### config.mk
export PLATFORM = sky130hd
export DESIGN_NAME = cpu_store_fifo_flat
export DESIGN_NICKNAME = d
export VERILOG_FILES = /design/src/rtl/cpu_store_fifo_if.sv /design/src/rtl/cpu_store_fifo.sv /design/src/flat_wrapper.sv
export SDC_FILE = /design/constraint.sdc
export NUM_CORES = 1
export LEC_CHECK = 0
export BUFFER_PORTS_ARGS = -buffer_cell sky130_fd_sc_hd__buf_2
export CAP_MARGIN = 5
export CORE_MARGIN = 4
export CORE_UTILIZATION = 53
export DETAILED_ROUTE_END_ITERATION = 10
export GPL_ROUTABILITY_DRIVEN = 0
export PLACE_DENSITY = 0.86
export SYNTH_ARGS = -nofsm -noshare
export SYNTH_HDL_FRONTEND = slang
export SYNTH_SLANG_ARGS = --single-unit
### constraint.sdc
create_clock -name clk -period 5 [get_ports clk]
set_clock_uncertainty 0.05 [all_clocks]
set_input_delay 0.5 -clock clk [delete_from_list [all_inputs] [get_ports clk]]
set_output_delay 0.5 -clock clk [all_outputs]
set_load 0.01 [all_outputs]
### src/rtl/cpu_store_fifo_if.sv
// Head-of-queue stream from the store capture FIFO to its consumer.
// The master side presents the head entry and the slave side accepts it with out_ready.
interface cpu_store_fifo_if #(
    parameter int OFS_W = 4
);
    logic             out_valid;
    logic             out_ready;
    logic [OFS_W-1:0] out_offset;
    logic [31:0]      out_data;

    modport master (
        output out_valid,
        output out_offset,
        output out_data,
        input  out_ready
    );

    modport slave (
        input  out_valid,
        input  out_offset,
        input  out_data,
        output out_ready
    );
endinterface

### src/rtl/cpu_store_fifo.sv
// Captures aligned CPU stores inside an address window into a FWFT FIFO; one-cycle push latency, zero read latency.
// Never stalls the CPU: hits arriving while full (and not popping) are dropped and counted.
module cpu_store_fifo #(
    parameter logic [31:0] BASE_ADDR  = 32'hFFFF_0000,
    parameter int          OFS_W      = 4,
    parameter int          DEPTH_LOG2 = 3
) (
    input  logic                  clk,
    input  logic                  reset,
    input  logic                  write_enable,
    input  logic [31:0]           address_to_mem,
    input  logic [31:0]           data_to_mem,
    cpu_store_fifo_if.master      stream,
    output logic [DEPTH_LOG2:0]   count,
    output logic                  overflow,
    output logic [7:0]            drop_count,
    input  logic                  clr_overflow
);
    localparam int DEPTH = 1 << DEPTH_LOG2;
    localparam logic [DEPTH_LOG2:0] FULL_CNT = {1'b1, {DEPTH_LOG2{1'b0}}};
    localparam logic [DEPTH_LOG2:0] ONE      = {{DEPTH_LOG2{1'b0}}, 1'b1};

    logic [OFS_W-1:0]    ofs_mem [DEPTH];
    logic [31:0]         dat_mem [DEPTH];
    logic [DEPTH_LOG2:0] wr_ptr;
    logic [DEPTH_LOG2:0] rd_ptr;

    logic hit;
    logic pop;
    logic full;
    logic push_acc;
    logic drop;

    assign hit = write_enable
              && (address_to_mem[31:OFS_W+2] == BASE_ADDR[31:OFS_W+2])
              && (address_to_mem[1:0] == 2'b00);

    assign full     = (count == FULL_CNT);
    assign pop      = stream.out_valid && stream.out_ready;
    // When full, a same-cycle pop frees the slot the push lands in.
    assign push_acc = hit && (!full || pop);
    assign drop     = hit && !push_acc;

    assign stream.out_valid  = (count != '0);
    // Outputs read as zero while empty so reset leaves them at a known value.
    assign stream.out_offset = stream.out_valid ? ofs_mem[rd_ptr[DEPTH_LOG2-1:0]] : '0;
    assign stream.out_data   = stream.out_valid ? dat_mem[rd_ptr[DEPTH_LOG2-1:0]] : '0;

    always_ff @(posedge clk) begin
        if (push_acc) begin
            ofs_mem[wr_ptr[DEPTH_LOG2-1:0]] <= address_to_mem[OFS_W+1:2];
            dat_mem[wr_ptr[DEPTH_LOG2-1:0]] <= data_to_mem;
        end
    end

    always_ff @(posedge clk or posedge reset) begin
        if (reset) begin
            wr_ptr <= '0;
            rd_ptr <= '0;
            count  <= '0;
        end else begin
            if (push_acc) begin
                wr_ptr <= wr_ptr + ONE;
            end
            if (pop) begin
                rd_ptr <= rd_ptr + ONE;
            end
            case ({push_acc, pop})
                2'b10:   count <= count + ONE;
                2'b01:   count <= count - ONE;
                default: count <= count;
            endcase
        end
    end

    // A drop in the same cycle as a clear wins and restarts the tally at one.
    always_ff @(posedge clk or posedge reset) begin
        if (reset) begin
            overflow   <= 1'b0;
            drop_count <= 8'd0;
        end else if (drop) begin
            overflow <= 1'b1;
            if (clr_overflow) begin
                drop_count <= 8'd1;
            end else if (drop_count != 8'hFF) begin
                drop_count <= drop_count + 8'd1;
            end
        end else if (clr_overflow) begin
            overflow   <= 1'b0;
            drop_count <= 8'd0;
        end
    end
endmodule

### src/flat_wrapper.sv
// flat-port wrapper written by rule: the top's interface ports become plain ports
module cpu_store_fifo_flat 
#(
    parameter logic [31:0] BASE_ADDR  = 32'hFFFF_0000,
    parameter int          OFS_W      = 4,
    parameter int          DEPTH_LOG2 = 3
)
  (clk, reset, write_enable, address_to_mem, data_to_mem, count, overflow, drop_count, clr_overflow, stream_out_valid, stream_out_offset, stream_out_data, stream_out_ready);
  cpu_store_fifo_if #(.OFS_W(OFS_W)) stream_i ();
  input  logic clk;
  input  logic reset;
  input  logic write_enable;
  input  logic [31:0] address_to_mem;
  input  logic [31:0] data_to_mem;
  output logic [DEPTH_LOG2:0] count;
  output logic overflow;
  output logic [7:0] drop_count;
  input  logic clr_overflow;
  output wire logic [$bits(stream_i.out_valid)-1:0] stream_out_valid;
  output wire logic [$bits(stream_i.out_offset)-1:0] stream_out_offset;
  output wire logic [$bits(stream_i.out_data)-1:0] stream_out_data;
  input wire logic [$bits(stream_i.out_ready)-1:0] stream_out_ready;
  assign stream_out_valid = stream_i.out_valid;
  assign stream_out_offset = stream_i.out_offset;
  assign stream_out_data = stream_i.out_data;
  assign stream_i.out_ready = stream_out_ready;
  cpu_store_fifo #(.BASE_ADDR(BASE_ADDR), .OFS_W(OFS_W), .DEPTH_LOG2(DEPTH_LOG2)) u_core (.clk(clk), .reset(reset), .write_enable(write_enable), .address_to_mem(address_to_mem), .data_to_mem(data_to_mem), .stream(stream_i), .count(count), .overflow(overflow), .drop_count(drop_count), .clr_overflow(clr_overflow));
endmodule
==> results.md, run 1 <==
- Once the clock tree was built, the resizer swapped 0 gates to a different size.
- The source of the worst register-to-register timing path is u_core.count[0]$_DFFE_PP0P_.
- The longest clock path from root to sink contains 3 buffers.
- The static leakage is 4.86 nW.
- The depth of the worst register-to-register path is 10.
- Setup violations remaining at the end of the flow were counted as 0.
- The die is 159 um tall.
- The number of clock sinks seen by CTS is 307.
- In the layout the commonest cells are 288 x sky130_fd_sc_hd__edfxtp_1, 118 x sky130_fd_sc_hd__buf_2, 72 x sky130_fd_sc_hd__mux4_2.
- Across all layers, the routed design uses 6136 vias.
- During placement, the flow inserted port buffers numbering 118.
- Summed over all nets, the half-perimeter wirelength after detailed placement is 14100 um.
- The maximum frequency from static timing analysis is 0.288 GHz.
- The number of buffers and inverters on the critical path is 2.
- The smallest clock period supported by the final layout is computed as 3.48 ns.
- The capturing point of the worst reg2reg path is u_core.count[2]$_DFFE_PP0P_.
- The total power density per cell area is 509 nW/um^2.
- The initial antenna violation count is 1.
- The mapped cell area is 12000 um^2.
- Cells fill 63.9% of the core in the end.
- The average instance in the mapped netlist occupies 20.7 um^2.
- The class of the most critical hold timing path is in -> async.
- The placed instance count is 967.
- The run finished with clean final reports.
- The total of max-cap violations is 0.
- For this design, the CTS-stage hold fixing added 0 buffers.
- The number of synthesized flops with an enable pin is 288.
- For the pin with the worst max-slew slack, the measured transition is 1.07 ns.
- Counting every net in the synthesized netlist gives 656.
- The number of hold violations in the final report is 0.
- The worst setup slack after placement is 1.65 ns.
- 119 I/O pins were placed.
- The cell type with the highest aggregate area in the netlist is sky130_fd_sc_hd__edfxtp_1.
- The total of flip-flops plus latches after synthesis is 307.
- STA puts the critical path data arrival time at 2.93 ns.
- The most common cell after layout, fill and taps aside is sky130_fd_sc_hd__edfxtp_1.
- The number of placement rows is 54.
- The flip-flop cell with the highest count after synthesis is sky130_fd_sc_hd__edfxtp_1.
- Entering global routing, the biggest net connects 75 pins.
- The final layout contains 794 nets.
- After routing, the total negative slack on setup checks comes to 0 ns.
- The area overhead of the layout relative to synthesis is 17.2%.
- CTS built an H-tree with a depth of 1.
- The first global-routing pass estimated 38300 um of wire.
- The area of the core is 22100 um^2.
- IR analysis of the VDD net gives a maximum drop of 0.000309 V.
- The area share of the largest cell type after synthesis is 71.8%.
- The cell area after placement is 13100 um^2.
- The library cell used as clock root buffer is sky130_fd_sc_hd__clkbuf_16.
- The synthesized instance count is 581.
- The critical path goes through buf_12, mux4_2, mux2i_1, nor2_1, buf_2.
- TritonCTS built the clock tree.
- In the finished design, the share of the clock period the worst path needs comes to 69.5%.
- The completed layout was analyzed and its total power is 7.18 mW.
- The share of the Yosys chip area taken by registers is 75.8%.
- The number of nets still failing antenna checks after routing is 0.
- Setup repair after global routing left no endpoint under its margin.
- The x dimension of the die is 159 um.
- The number of global-route vias before repair was 6492.
- Buffers added to address setup during post-CTS repair amount to 0.
- The share of flip-flops with an asynchronous set or reset is 6.19%.
- The initial core utilization is 54.5%.
- Ranked by total cell area, the synthesized netlist is headed by sky130_fd_sc_hd__edfxtp_1 72%, sky130_fd_sc_hd__mux4_2 13%, sky130_fd_sc_hd__dfrtp_1 3.9%.
- The worst setup slack after layout is 1.52 ns.
- Among all stages on the critical path, the largest delay is contributed by sky130_fd_sc_hd__dfrtp_4.
- The total iterations of the first detailed-routing run is 5.
- The number of slew-limit violations in the final report is 0.
- The detail-routed net length per standard cell is 24.1 um.
- The synthesized netlist contains 36 unique library cells.
- The category of the critical setup timing path is reg -> out.
- The count of cells in the finished layout, fillers not included, comes to 1024.
- The share of cells above drive strength 1 is 35.8%.
- The worst setup path is launched from a register.
- On the final layout, the worst hold slack is 0.0234 ns.
- In the routed design, unresolved DRC markers number 0.
- At the later pin of the worst-skew pair, clock insertion delay measures 0.54 ns.
- The first routing iteration left 508 violations.
- The wire length reported by the detailed router is 24700 um.
- After detailed routing, the number of vias per cell comes to 5.99.
- The Yosys warning count is 0.
- The worst setup path is captured at a primary output.
- Global routing used 19.5% of the available tracks.
- The relative slew slack is 29.0%.
- The number of buffers created by CTS is 30.
- Broken down by cell family, the worst path's largest delay share belongs to multiplexers.
- The setup slack on the worst flop-to-flop path is 1.90 ns.
- Data on the critical path is required at its endpoint by 4.45 ns.
- The die covers 25200 um^2.
- The area of all placed cells without fillers is 14100 um^2.
- The global route total overflow is 0.
- The highest fanout seen on the critical path is 44.
- The largest incremental delay on the critical path is 0.83 ns.
- The clock-pin slew on the worst setup and hold paths is 0.06 ns.
## Yosys cell counts (5+ instances only)
cell type,count
sky130_fd_sc_hd__ha_1,6
sky130_fd_sc_hd__mux2i_1,37
sky130_fd_sc_hd__edfxtp_1,288
sky130_fd_sc_hd__o31ai_1,5
sky130_fd_sc_hd__nand2_1,7
sky130_fd_sc_hd__inv_1,7
sky130_fd_sc_hd__mux4_2,72
sky130_fd_sc_hd__clkbuf_1,14
sky130_fd_sc_hd__nand3_1,5
sky130_fd_sc_hd__xor2_1,5
sky130_fd_sc_hd__nor2_1,40
sky130_fd_sc_hd__dfrtp_1,19
sky130_fd_sc_hd__buf_2,11
sky130_fd_sc_hd__nand2b_1,5
sky130_fd_sc_hd__nor4_1,9
sky130_fd_sc_hd__a21oi_1,7
## kinds of logic after synthesis
family	share of synthesized area [%]
DFF	75.8
muxes	16.8
and+or+nand+nor	4.01
buffers and inverters	1.24
AOI/OAI and AO/OA	0.873
xor gates and xnor gates	0.655
adders and majority gates	0.623
## flip-flops by register name (all words and copies together), names as in the netlist
| signal | count |
|---|---|
| u_core.count | 4 |
| u_core.dat_mem | 256 |
| u_core.drop_count | 8 |
| u_core.ofs_mem | 32 |
| u_core.overflow | 1 |
| u_core.rd_ptr | 3 |
| u_core.wr_ptr | 3 |
## report_power, final
group,internal [mW],switching (mW),total (mW)
logic,0.937,0.781,1.72
clock network,1.44,0.918,2.35
registers,2.84,0.269,3.11
total,5.21,1.97,7.18
## area by class of cell
cell class                      instances  area (um^2)
Antenna cell                            1         2.50
Clock buffer                           40          840
Clock inverter                         16          210
Fill cell                            1430         7980
Inverter                                8         30.0
Multi-Input combinational cell        238         2820
Sequential cell                       307         9130
Tap cell                              280          350
Timing Repair Buffer                  134          723
## worst max-delay path by stage
| stage | from | to | slack, ns | cells after the start |
|---|---|---|---|---|
| 2_1_floorplan | address_to_mem[0] | u_core.dat_mem[2][0]$_DFFE_PP_ | -0.85 | 6 |
| 3_3_place_gp | address_to_mem[0] | u_core.count[2]$_DFFE_PP0P_ | 1.79 | 13 |
| 3_5_place_dp | address_to_mem[0] | u_core.count[2]$_DFFE_PP0P_ | 1.65 | 13 |
| 4_1_cts | u_core.rd_ptr[0]$_DFFE_PP0P_ | stream_out_data[0] | 1.46 | 5 |
| 5_1_grt | u_core.rd_ptr[0]$_DFFE_PP0P_ | stream_out_data[0] | 1.32 | 5 |
| 6_report | u_core.rd_ptr[0]$_DFFE_PP0P_ | stream_out_data[0] | 1.52 | 5 |
## metal layers
layer | GRT usage, % | vias up | share of wire, %
met1 | 25.8 | 3221 | 40
met2 | 34.0 | 200 | 53
met5 | 0 | - | 0.053
met3 | 2.90 | 51 | 4.8
met4 | 6.27 | 2 | 2.7
li1 | - | 2662 | -
## worst register-to-register path, cell delays in order, from the launching register on
cell	delay, ns
sky130_fd_sc_hd__dfrtp_1	0.47
sky130_fd_sc_hd__nor3_1	0.37
sky130_fd_sc_hd__nand3b_1	0.26
sky130_fd_sc_hd__nand2b_1	0.55
sky130_fd_sc_hd__ha_1	0.40
sky130_fd_sc_hd__xor2_1	0.12
sky130_fd_sc_hd__ha_1	0.20
sky130_fd_sc_hd__a21oi_1	0.17
sky130_fd_sc_hd__xor2_1	0.19
sky130_fd_sc_hd__nor2_1	0.07
sky130_fd_sc_hd__xor2_1	0.14
Power figures use the tool's default switching activity.
==> inputs of run 2 (changes only) <==
Settings changed: ABC_AREA set to 1, CORE_UTILIZATION 53 to 59, PLACE_DENSITY 0.86 to 0.89.
Clock period 5 ns to 3.2 ns, I/O delays scaled along.
==> results.md, run 2 <==
- The area of the core is 21100 um^2 (-4.6%).
- The worst hold slack across all endpoints is 0.0152 ns (-0.00822 ns).
- Setup repair after global routing left no endpoint under its margin.
- The count of endpoints failing setup in the final report is 0 (unchanged).
- Among all stages on the critical path, the largest delay is contributed by sky130_fd_sc_hd__dfrtp_4.
- The library cell used as clock root buffer is sky130_fd_sc_hd__clkbuf_16.
- The type of element launching the critical path is a register.
- The largest vdd supply drop was 0.000585 V (+89%).
- The source of the worst register-to-register timing path is u_core.count[0]$_DFFE_PP0P_.
- The count of cells resized by post-cts repair was 0 (unchanged).
- The number of hold violations in the final report is 0 (unchanged).
- The data required time of the critical path is 2.83 ns (-1.62 ns).
- The total of flip-flops plus latches after synthesis is 307 (unchanged).
- The initial antenna violation count came to 1 (unchanged).
- The flip-flop and latch area is 9130 um^2 (unchanged).
- By instance count, the cell type seen most on the critical path is sky130_fd_sc_hd__nor2_1.
- The clock latency on the worst-skew pair was 0.53 ns (about the same).
- The net count after synthesis is 1132 (+73%).
- The number of buffers created by CTS is 28 (-6.7%).
- The number of slew-limit violations in the final report is 0 (unchanged).
- The number of global-route vias before repair is 8720 (+34%).
- The distinct cell type count of the synthesized netlist is 30 (-17%).
- The DRC violation count after routing is 0 (unchanged).
- The detail-routed net length per standard cell is 19.3 um (-20%).
- The total vias in the final route is 8788 (+43%).
- The wire length reported by the detailed router was 28800 um (+17%).
- The total power density per cell area was 806 nW/um^2 (+58%).
- The most numerous cell in the Yosys netlist is sky130_fd_sc_hd__nor2_1.
- Derived from the worst setup path, the maximum achievable clock frequency is 0.338 GHz.
- The starting DRC count in detailed routing is 916 (+80%).
- The class of the most critical hold timing path is in -> reg.
- The total of buffers placed on input and output ports was 118 (unchanged).
- The depth of the worst register-to-register path is 12 (+2).
- The highest fanout seen on the critical path was 43 (-2.3%).
- The kind of cell adding the most delay to the critical path is flip-flops.
- The critical path goes through buf_4, o21ai_0, o32ai_1, nor2_1, nor2_1, buf_2.
- Compared with the post-synthesis result, the final layout area differs by 16.0%.
- The area share of the largest cell type after synthesis was 68.2% (-3.7 points).
- The number of synthesized flops with an enable pin came to 288 (unchanged).
- The critical path arrival is 2.59 ns (-0.34 ns).
- The share of cells above drive strength 1 was 17.1% (-19 points).
- The worst hold path begins at data_to_mem[22].
- The total of max-cap violations is 0 (unchanged).
- The total track usage is 23.4% (+3.9 points).
- For hold timing, the worst endpoint is u_core.dat_mem[2][22]$_DFFE_PP_.
- The final layout net count is 1267 (+60%).
- The category of the critical setup timing path is reg -> out.
- The share of the yosys chip area belonging to registers is 71.9% (-3.9 points).
- The initial core utilization was 60.2% (+5.7 points).
- STA classifies the critical path endpoint as a primary output.
- The share of flip-flops with an asynchronous set or reset is 6.19% (unchanged).
- The total number of H-tree levels is 1 (unchanged).
- The average instance area after synthesis is 12.0 um^2 (-42%).
- The maximum clock insertion buffer count was 3 (unchanged).
- The total power draw came to 11.9 mW (+65%).
- The capturing point of the worst reg2reg path is u_core.count[2]$_DFFE_PP0P_.
- The top cell types in the final layout, fill and taps aside, are 317 x sky130_fd_sc_hd__nor2_1, 288 x sky130_fd_sc_hd__edfxtp_1, 146 x sky130_fd_sc_hd__o21ai_0.
- The worst setup slack after layout is 0.237 ns (-1.29 ns).
- The vias per cell was 5.91 (-1.4%).
- The number of placement rows is 53 (-1.9%).
- The setup slack on the worst flop-to-flop path was 0.62 ns (-1.28 ns).
- The flip-flop count of the largest register after layout came to 256 (unchanged).
- The x dimension of the die was 155 um (-2.6%).
- The worst setup slack after placement is 0.597 ns (-1.05 ns).
- The fill cell instance count of the final layout is 1326 (-7.3%).
- The cell type with the highest aggregate area in the netlist is sky130_fd_sc_hd__edfxtp_1.
- Ranked by instance count, the synthesized netlist is headed by 321 x sky130_fd_sc_hd__nor2_1, 288 x sky130_fd_sc_hd__edfxtp_1, 146 x sky130_fd_sc_hd__o21ai_0.
- The mapped cell area is 12700 um^2 (+5.4%).
- The detailed placer's ending HPWL is 15100 um (+7.0%).
- The flow ran to the end, and the final reports show no timing, DRC or antenna violations.
- The footprint of the multi-input gates is 3200 um^2 (+14%).
- The global route total overflow is 0 (unchanged).
- The largest incremental delay on the critical path was 0.76 ns (-0.07 ns).
- The number of clock sinks seen by CTS was 307 (unchanged).
- The source of the critical timing path is u_core.rd_ptr[1]$_DFFE_PP0P_.
- The pin count of the biggest net entering global routing is 147 (+96%).
- The total iterations of the first detailed-routing run is 7 (+2).
- TritonCTS built the clock tree.
- Yosys attributes the largest share of cell area to sky130_fd_sc_hd__edfxtp_1 68%, sky130_fd_sc_hd__nor2_1 9.5%, sky130_fd_sc_hd__o21ai_0 5.8%.
- The flip-flop cell with the highest count after synthesis is sky130_fd_sc_hd__edfxtp_1.
- The Yosys warning count came to 0 (unchanged).
- The number of nets still failing antenna checks after routing is 0 (unchanged).
- The relative slew slack came to 50.5% (+22 points).
- The setup TNS is 0 ns (unchanged).
- The period utilization is 92.6%.
- The overall die height is 155 um (-2.6%).
- The buffering stage count on the worst path with inverters included is 2 (unchanged).
- Counting instances, the worst hold path has a depth of 1.
- The count of inserted antenna diode cells is 0 (-1).
- The synthesized instance count is 1057 (+82%).
- The overall die area is 23900 um^2 (-5.1%).
- The count of pins on the block boundary is 119 (unchanged).
- The slew at the pin closest to its max-slew limit came to 0.741 ns (-0.324 ns).
- The clock-pin slew on the worst setup and hold paths is 0.06 ns (about the same).
- The most common cell after layout, fill and taps aside is sky130_fd_sc_hd__nor2_1.
- The routed design could run at a clock period as short as 2.96 ns.
- The wire length of the first global-routing pass came to 44200 um (+15%).
- The static leakage is 5.35 nW (+10%).
[run 2: cell count changes in the layout (fill, tap and decap cells not counted), sizes merged, moves of 9 or more]
| cell | delta |
|---|---|
| nand2 | +56 |
| dlygate4sd3 | +21 |
| mux2i | -37 |
| o32ai | +36 |
| nor4 | -9 |
| inv | +20 |
| nor2 | +283 |
| mux4 | -72 |
| nand3 | +21 |
| o21ai | +180 |
[run 2: worst max path at each step]
| stage | end | slack (ns) | cells past startpoint |
|---|---|---|---|
| floorplan | u_core.dat_mem[7][0]$_DFFE_PP_ | -0.77 | 8 |
| global placement | u_core.count[2]$_DFFE_PP0P_ | 0.74 | 17 |
| detailed placement | u_core.count[2]$_DFFE_PP0P_ | 0.60 | 17 |
| CTS | stream_out_offset[0] | 0.27 | 6 |
| global route | stream_out_data[31] | 0.09 | 7 |
| finish | stream_out_data[24] | 0.24 | 6 |
[run 2: layout make-up]
cell class | instances | share of cell area (%)
sequential | 307 | 62.1
multi-input combinational | 662 | 21.8
timing repair buffer | 163 | 7.09
clock buffer | 33 | 5.03
tap | 275 | 2.34
clock inverter | 18 | 0.918
inverter | 30 | 0.782
[run 2: report_power, final]
part           total (mW)  switching, mW  leakage, nW  internal [mW]
clock                3.17           1.37        0.428           1.81
combinational        4.10           2.69         2.09           1.41
sequential           4.60          0.154         2.83           4.44
[run 2: per-layer routing]
layer | vias to the layer above | share of wire, % | track usage, %
li1 | 4029 | - | -
met1 | 4195 | 37 | 30.0
met2 | 487 | 52 | 40.4
met3 | 75 | 8.5 | 3.44
met4 | 2 | 2.6 | 9.46
met5 | - | 0.028 | 0
[run 2: kinds of logic (layout without fill, tap and decap cells)]
logic type / count (synthesis) / after routing / synth area share (%)
compound gates: 221 / 221 / 10.3
mux: 1 / 1 / 0.0888
xor+xnor: 11 / 11 / 0.760
fa+ha+maj: 6 / 6 / 0.592
simple gates: 423 / 423 / 13.1
buf+inv: 88 / 244 / 3.22
flops: 307 / 307 / 71.9
[run 2: metrics by stage]
step / utilization, % / cell area (um^2) / cells
after CTS: 69.8 / 14700 / 1488
final: 69.8 / 14700 / 1488
after floorplan: - / 12700 / 1057
after global placement: 64.6 / 13600 / 1416
after detailed placement: 64.6 / 13600 / 1416
after global routing: 69.8 / 14700 / 1488
[run 2: what timing repair did]
item / in CTS / in global routing
endpoints found under the hold margin: 162 / 0
setup buffers: 0 / 0
hold buffers: 21 / 0
==> inputs of run 3 (changes only) <==
==> constraint.sdc (replaced) <==
create_clock -name clk -period 3.2 [get_ports clk]
set_clock_uncertainty 0.05 [all_clocks]
set_input_delay 0 -clock clk [delete_from_list [all_inputs] [get_ports clk]]
set_output_delay 0 -clock clk [all_outputs]
set_load 0.01 [all_outputs]
==> results.md, run 3 (same netlist as run 2, synthesis figures left out) <==
- The total of max-cap violations is 0 (unchanged).
- The proportion of power drawn by the clock network is 26.6% (about the same).
- The number of slew-limit violations in the final report is 0 (unchanged).
- The total track usage is 24.7% (+1.4 points).
- The static leakage came to 5.49 nW (+2.5%).
- The period utilization is 96.6% (+4.0 points).
- The highest fanout seen on the critical path came to 111 (+160%).
- The DRC violation count after routing is 0 (unchanged).
- The number of buffers created by CTS is 29 (+3.6%).
- The relative slew slack was 21.7% (-29 points).
- The count of endpoints failing setup in the final report is 0 (unchanged).
- The number of hold violations in the final report was 0 (unchanged).
- The top cell types in the final layout, fill and taps aside, are 316 x sky130_fd_sc_hd__nor2_1, 288 x sky130_fd_sc_hd__edfxtp_1, 146 x sky130_fd_sc_hd__o21ai_0.
- The vias per cell came to 5.96 (+0.87%).
- The initial core utilization was 60.2% (unchanged).
- The number of placement rows came to 53 (unchanged).
- The wire length of the first global-routing pass is 47000 um (+6.3%).
- The clock latency on the worst-skew pair came to 0.54 ns (about the same).
- The pin count of the biggest net entering global routing came to 112 (-24%).
- The category of the critical setup timing path is reg -> out.
- The count of inserted antenna diode cells is 0 (unchanged).
- The clock-pin slew on the worst setup and hold paths is 0.06 ns (about the same).
- The overall die area came to 23900 um^2 (unchanged).
- The initial antenna violation count is 0 (-1).
- The setup slack on the worst flop-to-flop path came to 0.72 ns (+0.10 ns).
- The final cell count without fillers is 1523 (+2.4%).
- The data required time of the critical path came to 3.15 ns (+0.32 ns).
- The cell area after placement is 13600 um^2 (-0.28%).
- The final layout net count was 1303 (+2.8%).
- The final period demand of the worst path is 3.09 ns (+0.128 ns).
- The internal portion of total power came to 7.57 mW (-1.2%).
- The power dissipated by switching net loads is 4.26 mW (+1.3%).
- The combinational group share of total power was 33.3% (-1.2 points).
- The total iterations of the first detailed-routing run is 5 (-2).
- The capturing point of the worst reg2reg path is u_core.count[2]$_DFFE_PP0P_.
- Tracing the worst setup path back leads to its startpoint at u_core.rd_ptr[1]$_DFFE_PP0P_.
- The CTS tree is done.
- The wire length reported by the detailed router is 30200 um (+4.9%).
- Compared with the post-synthesis result, the final layout area differs by 18.4%.
- The worst hold slack across all endpoints was 0.0171 ns (+0.00190 ns).
- The detailed placer's ending HPWL is 17200 um (+14%).
- STA classifies the critical path startpoint as a register.
- The detail-routed net length per standard cell is 19.8 um (+2.5%).
- The total vias in the final route is 9073 (+3.2%).
- Setup repair after global routing left no endpoint under its margin.
- The capture point of the worst path is stream_out_data[11].
- CTS placed an instance of sky130_fd_sc_hd__clkbuf_16 at the clock tree root.
- The share of cells above drive strength 1 is 17.1% (about the same).
- The total number of H-tree levels came to 1 (unchanged).
- The sequential share of power is 40.2% (+1.5 points).
- The total of buffers placed on input and output ports is 118 (unchanged).
- The source of the worst register-to-register timing path is u_core.count[0]$_DFFE_PP0P_.
- The capturing element type of the critical path is a primary output.
- The flow ran to the end, and the final reports show no timing, DRC or antenna violations.
- The total power density per cell area is 788 nW/um^2 (-2.3%).
- The placed instance count is 1416 (unchanged).
- The largest vdd supply drop was 0.000632 V (+8.1%).
- The area of the core is 21100 um^2 (unchanged).
- The slew at the pin closest to its max-slew limit came to 1.17 ns (+0.433 ns).
- The critical path arrival was 3.04 ns (+0.45 ns).
- The flip-flop and latch area was 9130 um^2 (unchanged).
- The maximum frequency from static timing analysis came to 0.324 GHz (-4.1%).
- The overall die height is 155 um (unchanged).
- The flip-flop count of the largest register after layout was 256 (unchanged).
- The count of pins on the block boundary is 119 (unchanged).
- The final design utilization is 71.2% (+1.4 points).
- The number of global-route vias before repair came to 8986 (+3.1%).
- The maximum clock insertion buffer count is 3 (unchanged).
- The depth of the worst register-to-register path is 11 (-1).
- The footprint of the multi-input gates is 3220 um^2 (+0.39%).
- The area of all placed cells without fillers is 15000 um^2 (+2.0%).
- The global route total overflow is 0 (unchanged).
- The number of nets still failing antenna checks after routing is 0 (unchanged).
- The fill cell instance count of the final layout is 1299 (-2.0%).
- The class of the most critical hold timing path is in -> reg.
- The library cell used most frequently in the layout, excluding fill and tap cells, is sky130_fd_sc_hd__nor2_1.
- The x dimension of the die is 155 um (unchanged).
- The number of clock sinks seen by CTS was 307 (unchanged).
- The starting DRC count in detailed routing came to 1121 (+22%).
- The proportion of total power due to net switching is 36.0% (+0.57 points).
==> run 3: cell type report <==
cell class                 count  share of cell area, %
clock buffer                  35                   4.98
tap                          275                   2.29
timing repair buffer         198                   9.02
sequential                   307                   60.8
multi-input combinational    662                   21.4
inverter                      30                  0.767
clock inverter                16                  0.708
==> run 3: worst min path at each step <==
stage                  startpoint                          endpoint  slack, ns  cells after the start
2_1_floorplan               reset       u_core.count[0]$_DFFE_PP0P_       -0.1                      1
3_3_place_gp                reset       u_core.count[2]$_DFFE_PP0P_       0.11                      2
3_5_place_dp                reset       u_core.count[2]$_DFFE_PP0P_       0.12                      2
4_1_cts        address_to_mem[10]      u_core.wr_ptr[1]$_DFFE_PP0P_       0.01                      7
5_1_grt        address_to_mem[10]      u_core.wr_ptr[1]$_DFFE_PP0P_       0.05                      7
6_report        address_to_mem[8]  u_core.drop_count[4]$_DFFE_PP0P_       0.02                      8
==> run 3: critical path, stage by stage, from the launching register on <==
cell and delay [ns]:
sky130_fd_sc_hd__dfrtp_4 1.16, sky130_fd_sc_hd__o21ai_0 0.32, sky130_fd_sc_hd__o21ai_0 0.31, sky130_fd_sc_hd__o21ai_0 0.13, sky130_fd_sc_hd__nor2_1 0.32, sky130_fd_sc_hd__buf_2 0.20
==> run 3: metal layers <==
metal / up-vias / global-route usage [%] / part of all wire, %
li1: 4088 / - / -
met1: 4420 / 31.9 / 38
met2: 484 / 42.7 / 51
met3: 81 / 3.47 / 7.9
met4: 0 / 9.97 / 3.3
met5: - / 0 / 0
==> run 3: power by group through the flow <==
| stage | sequential, mW | combinational [mW] | clock [mW] |
|---|---|---|---|
| final | 4.75 | 3.93 | 3.14 |
| after global routing | 4.77 | 4.32 | 3.33 |
| after CTS | 4.74 | 3.88 | 3.16 |
| after detailed placement | 4.82 | 3.77 | 0 |
| after global placement | 4.81 | 3.60 | 0 |
| after floorplan | 4.57 | 2.76 | 0 |
==> run 3: per-stage QoR <==
step / power, mW / TNS, ns / setup slack [ns]
6_report: 11.8 / 0 / 0.109
5_1_grt: 12.4 / 0 / 0.0513
4_1_cts: 11.8 / 0 / 0.0244
3_5_place_dp: 8.59 / 0 / 0.740
3_3_place_gp: 8.41 / 0 / 0.886
2_1_floorplan: 7.33 / -94.35 / -0.655
==> run 3: what timing repair did <==
action | in CTS | in global routing
setup endpoints to repair | 0 | 2
hold buffers | 56 | 0
hold endpoints to repair | 321 | 0
resized for setup | 0 | 3
buffers inserted | 0 | 1
